===== src/rtl/muldiv.sv =====
// Iterative multiply/divide unit holding the architectural HI/LO registers.
// One shift-add or restoring-divide step per cycle, WIDTH cycles per operation.
module muldiv #(
    parameter int WIDTH = 32
) (
    input  logic             clk,
    input  logic             reset,
    input  logic             start,
    input  logic [1:0]       mdop,
    input  logic [WIDTH-1:0] A,
    input  logic [WIDTH-1:0] B,
    input  logic             hi_we,
    input  logic             lo_we,
    input  logic [WIDTH-1:0] wdata,
    output logic             busy,
    output logic             done,
    output logic             dz,
    output logic [WIDTH-1:0] hi,
    output logic [WIDTH-1:0] lo,
    output logic             z
);

    localparam int CW = (WIDTH > 1) ? $clog2(WIDTH) : 1;
    localparam logic [0:0]    S_IDLE = 1'b0;
    localparam logic [0:0]    S_RUN  = 1'b1;
    localparam logic [CW-1:0] LAST   = CW'(WIDTH - 1);

    logic [0:0]       state;
    logic [CW-1:0]    cnt;
    logic             op_div;
    logic [WIDTH-1:0] acc_hi;
    logic [WIDTH-1:0] acc_lo;
    logic [WIDTH-1:0] bmag;
    logic [WIDTH-1:0] a_orig;
    logic             neg_res;
    logic             neg_rem;
    logic             b_zero;

    logic               a_neg;
    logic               b_neg;
    logic [WIDTH-1:0]   a_abs;
    logic [WIDTH-1:0]   b_abs;
    logic [WIDTH:0]     mul_sum;
    logic [WIDTH:0]     div_shift;
    logic [WIDTH:0]     div_diff;
    logic [WIDTH-1:0]   nxt_hi;
    logic [WIDTH-1:0]   nxt_lo;
    logic [2*WIDTH-1:0] prod;
    logic [2*WIDTH-1:0] prod_fix;
    logic [WIDTH-1:0]   res_hi;
    logic [WIDTH-1:0]   res_lo;
    logic               last;

    assign busy = (state == S_RUN);
    assign z    = (lo == '0);
    assign last = (cnt == LAST);

    // Signed ops work on magnitudes; the signs are re-applied on the last step.
    always_comb begin
        a_neg = ~mdop[0] & A[WIDTH-1];
        b_neg = ~mdop[0] & B[WIDTH-1];
        a_abs = a_neg ? -A : A;
        b_abs = b_neg ? -B : B;
    end

    // acc_hi is the partial product or running remainder; acc_lo holds the
    // multiplier (shifted out LSB first) or dividend/quotient (shifted MSB first).
    always_comb begin
        mul_sum   = {1'b0, acc_hi} + (acc_lo[0] ? {1'b0, bmag} : '0);
        div_shift = {acc_hi, acc_lo[WIDTH-1]};
        div_diff  = div_shift - {1'b0, bmag};
        nxt_hi    = mul_sum[WIDTH:1];
        nxt_lo    = {mul_sum[0], acc_lo[WIDTH-1:1]};
        if (op_div) begin
            if (!div_diff[WIDTH]) begin
                nxt_hi = div_diff[WIDTH-1:0];
                nxt_lo = {acc_lo[WIDTH-2:0], 1'b1};
            end else begin
                nxt_hi = div_shift[WIDTH-1:0];
                nxt_lo = {acc_lo[WIDTH-2:0], 1'b0};
            end
        end
    end

    // Most-negative / -1 needs no special case: its magnitude quotient already
    // has the most-negative bit pattern and the remainder is zero.
    always_comb begin
        prod     = {nxt_hi, nxt_lo};
        prod_fix = neg_res ? -prod : prod;
        res_hi   = prod_fix[2*WIDTH-1:WIDTH];
        res_lo   = prod_fix[WIDTH-1:0];
        if (op_div) begin
            if (b_zero) begin
                res_hi = a_orig;
                res_lo = '1;
            end else begin
                res_hi = neg_rem ? -nxt_hi : nxt_hi;
                res_lo = neg_res ? -nxt_lo : nxt_lo;
            end
        end
    end

    always_ff @(posedge clk) begin
        if (reset) begin
            state   <= S_IDLE;
            cnt     <= '0;
            op_div  <= 1'b0;
            acc_hi  <= '0;
            acc_lo  <= '0;
            bmag    <= '0;
            a_orig  <= '0;
            neg_res <= 1'b0;
            neg_rem <= 1'b0;
            b_zero  <= 1'b0;
            hi      <= '0;
            lo      <= '0;
            done    <= 1'b0;
            dz      <= 1'b0;
        end else begin
            done <= 1'b0;
            if (state == S_IDLE) begin
                if (start) begin
                    state   <= S_RUN;
                    cnt     <= '0;
                    op_div  <= mdop[1];
                    acc_hi  <= '0;
                    acc_lo  <= a_abs;
                    bmag    <= b_abs;
                    a_orig  <= A;
                    neg_res <= a_neg ^ b_neg;
                    neg_rem <= a_neg;
                    b_zero  <= (B == '0);
                    dz      <= 1'b0;
                end else begin
                    if (hi_we) hi <= wdata;
                    if (lo_we) lo <= wdata;
                end
            end else begin
                acc_hi <= nxt_hi;
                acc_lo <= nxt_lo;
                cnt    <= cnt + CW'(1);
                if (last) begin
                    hi    <= res_hi;
                    lo    <= res_lo;
                    done  <= 1'b1;
                    dz    <= op_div & b_zero;
                    state <= S_IDLE;
                end
            end
        end
    end

endmodule


===== config.mk =====
export PLATFORM = sky130hd
export DESIGN_NAME = muldiv
export DESIGN_NICKNAME = d
export VERILOG_FILES = /design/src/rtl/muldiv.sv
export SDC_FILE = /design/constraint.sdc
export NUM_CORES = 1
export LEC_CHECK = 0
export ABC_AREA = 1
export BUFFER_PORTS_ARGS = -buffer_cell sky130_fd_sc_hd__buf_2
export CAP_MARGIN = 10
export CORE_MARGIN = 4
export CORE_UTILIZATION = 50
export CTS_BUF_LIST = sky130_fd_sc_hd__clkbuf_2
export DETAILED_ROUTE_END_ITERATION = 10
export PLACE_DENSITY = 0.8
export REMOVE_ABC_BUFFERS = 1
export SKIP_LAST_GASP = 1
export SLEW_MARGIN = 10
export SYNTH_ARGS = -nofsm -noshare
export SYNTH_HDL_FRONTEND = slang
export SYNTH_SLANG_ARGS = --single-unit

===== constraint.sdc =====
create_clock -name clk -period 5.6 [get_ports clk]
set_input_delay 1.68 -clock clk [delete_from_list [all_inputs] [get_ports clk]]
set_output_delay 1.68 -clock clk [all_outputs]
set_load 0.02 [all_outputs]

==> results.toml <==
[status]
status = "finished clean"

[route]
num_vias = 23000
dr.pass1.iters = 6
avgRoutedWirePerCell_um = 17.5
drtIter0Drc = 2997
postRouteAntennaNets = 0
vias_per_cell = 5.61
drcViolationCount = 0
drt-total-wl_mm = 71.7

[final_layout]
nFillCells = 4104
area_growth_pct = 8.38
fin_cells = 4103
drive_gt1_frac = 0.116
multi_input_area_mm2 = 0.0129
mostFrequentLayoutCell = "nand2_1"
final_cell_mix = "nand2_1, inv_1, nor2_1"
final-seq-area_mm2 = 0.00410
finalNetCount = 3726
final_core_util = 0.553

[setup_path]
required_ns = 6.59
start_kind = "flip-flop"
cp.depth = 34
slowest_delay_ns = 0.41
worstSetupStartpoint = "acc_lo[31]"
critPathKind = "reg2reg"
reg2reg_depth = 34
path_buf_inv = 5
critical_path_arrival_ns = 6.17
cp_top_family = "simple AND/OR/NAND/NOR gates"
slowest_stage = "fa_1"
r2r-end = "hi[22]"
worstSetupEndpoint = "hi[22]"
r2r_setup_slack_ns = 0.43
r2r_start = "acc_lo[31]"
crit_top_cell = "nand2_1"
endpoint_kind = "flip-flop"
path_max_fanout = 9

[clock_network]
cts_tree = "yes"
cts_buffer_depth = 3
cts_hold_buffers = 0
ctsRootBufferMaster = "clkbuf_2"
ctsResizeCount = 0
postCtsSetupBuffers = 0
htree_num_levels = 2
cts_buffers = 57
clock-sinks = 204
insertion_delay_ns = 1.05
path_clk_slew_ns = 0.11

[floorplan]
rows = 71
start_util = 0.510
die_width_um = 205
die-height_um = 205
core_mm2 = 0.0379
io_pins = 171
die_area_mm2 = 0.0419

[placed_design]
dp_cells = 4003
portBuffers = 170
dpl.hpwl_mm = 54.7
post-place-ws_ns = 0.608
routabilityCongestion = 1.01

[sta]
layout_min_cycle_time_ns = 5.17
slew_headroom = 0.186
clock.fmax_ghz = 0.193
worst_pin_slew_ns = 1.22
setup_viol = 0
rsz0062_at_grt = "no"
drv_slew = 0
fin_skew_ns = 0.0535
finalWorstSetupSlack_ns = 0.426
hold_viol = 0
min_period_over_period = 0.924

[global_route]
grt_first_pass_wirelength_mm = 112
grt_util_all_layers = 0.331
first_global_vias = 20400
antenna_found_initial = 3
grt_max_degree = 128
grt_overflow = 0

[hold_path]
min_path_cells = 2
holdCritPathClass = "reg2reg"

[power]
peakVddDrop_v = 0.000126
powerDensity_mw_per_mm2 = 206
power_leakage_nw = 11.1

[synth]
synth.avg_cell_area_um2 = 5.63
synth_warnings = 0
ys_ff_latch = 204
synth_cells = 3440
synth.distinct_cells = 63
synth-async-reset-ratio = 0
synthFlopType = "dfxtp_1"
ys_seq_area_frac = 0.211
netlist_area_mm2 = 0.0194
synth_edf_count = 0

[flow_run]
cap_violations = 0
## kinds of logic after synthesis
group                      count (synthesis)  share of synthesized area
and+or+nand+nor                         1853                      0.409
AOI/OAI and AO/OA                        642                      0.186
buffers and inverters                    618                      0.124
DFF                                      204                      0.211
adders and majority gates                 72                     0.0473
xor gates and xnor gates                  51                     0.0231
## Yosys cell counts (all sizes together) (2+ instances only)
| cell type | n | area (um2) |
|---|---|---|
| nor3 | 43 | 236 |
| nand2 | 1117 | 4310 |
| buf | 45 | 245 |
| o211ai | 18 | 135 |
| dfxtp | 204 | 4080 |
| nor3b | 3 | 22.5 |
| o21ai | 248 | 1260 |
| a21boi | 2 | 15.0 |
| a21o | 6 | 45.0 |
| xor2 | 37 | 324 |
| o221a | 5 | 56.3 |
| o221ai | 4 | 35.0 |
| or2 | 20 | 125 |
| a41oi | 6 | 52.6 |
| inv | 473 | 1780 |
| nor4 | 17 | 113 |
| a22oi | 11 | 82.6 |
| o21bai | 11 | 82.6 |
| or3 | 3 | 18.8 |
| fa | 2 | 40.0 |
| nand3b | 15 | 113 |
| o31ai | 3 | 22.5 |
| o22ai | 14 | 87.6 |
| xnor2 | 14 | 123 |
| o21a | 5 | 37.5 |
| a31oi | 28 | 175 |
| nand4 | 30 | 194 |
| ha | 70 | 876 |
| nor2 | 314 | 1270 |
| o311ai | 5 | 43.8 |
| a211oi | 2 | 15.0 |
| clkinv | 3 | 11.3 |
| clkbuf | 97 | 364 |
| o2111ai | 9 | 78.8 |
| a21oi | 262 | 1350 |
| nand3 | 284 | 1460 |
| and2 | 5 | 31.3 |
## power by group
part	leakage (nW)	total, mW	switching (mW)	internal, mW
logic	9.04	1.60	1.13	0.472
clock network	0.376	1.11	0.711	0.404
registers	1.67	1.61	0.0752	1.54
total	11.1	4.33	1.91	2.41
## layout make-up
class / instances / area share
Multi-Input combinational cell: 2618 / 0.615
Sequential cell: 204 / 0.195
Inverter: 476 / 0.0853
Timing Repair Buffer: 194 / 0.0509
Tap cell: 511 / 0.0305
Clock buffer: 85 / 0.0203
Clock inverter: 11 / 0.00244
Antenna cell: 4 / 0.000477
## through the flow
| step | cell area (um2) | power (mW) | TNS (ns) | hold WS (ns) |
|---|---|---|---|---|
| 6_report | 21000 | 4.33 | 0 | 0.480 |
| 5_1_grt | 21000 | 4.58 | 0 | 0.491 |
| 4_1_cts | 21000 | 4.29 | 0 | 0.477 |
| 3_5_place_dp | 20500 | 3.19 | 0 | 0.463 |
| 3_3_place_gp | 20500 | 3.18 | 0 | 0.460 |
| 2_1_floorplan | 18800 | 2.69 | -163.77 | 0.438 |
## sequential cells by signal, indices dropped and copies added (netlist names)
signal	cells
op_div	1
cnt	5
lo	32
neg_rem	1
acc_lo	32
hi	32
busy	1
a_orig	32
done	1
neg_res	1
bmag	32
b_zero	1
acc_hi	32
dz	1
## worst min-delay path, cell delays in order (launching register included)
cell and delay [ns]:
dfxtp_1 0.33, nand2_1 0.06, a21oi_1 0.05
## worst min path at each step
stage | to | from
after floorplan | a_orig[16] | a_orig[16]
after global placement | a_orig[30] | a_orig[30]
after detailed placement | cnt[4] | cnt[4]
after CTS | cnt[4] | cnt[4]
after global routing | a_orig[3] | a_orig[3]
final | cnt[4] | cnt[4]
## metal layers
| metal | GRT usage | wire length, um |
|---|---|---|
| met5 | 0 | 0 |
| met4 | 0.102 | 2250 |
| met3 | 0.0644 | 7690 |
| met2 | 0.507 | 30500 |
| met1 | 0.471 | 31300 |
Note: power is estimated with default switching activity, not from simulation.
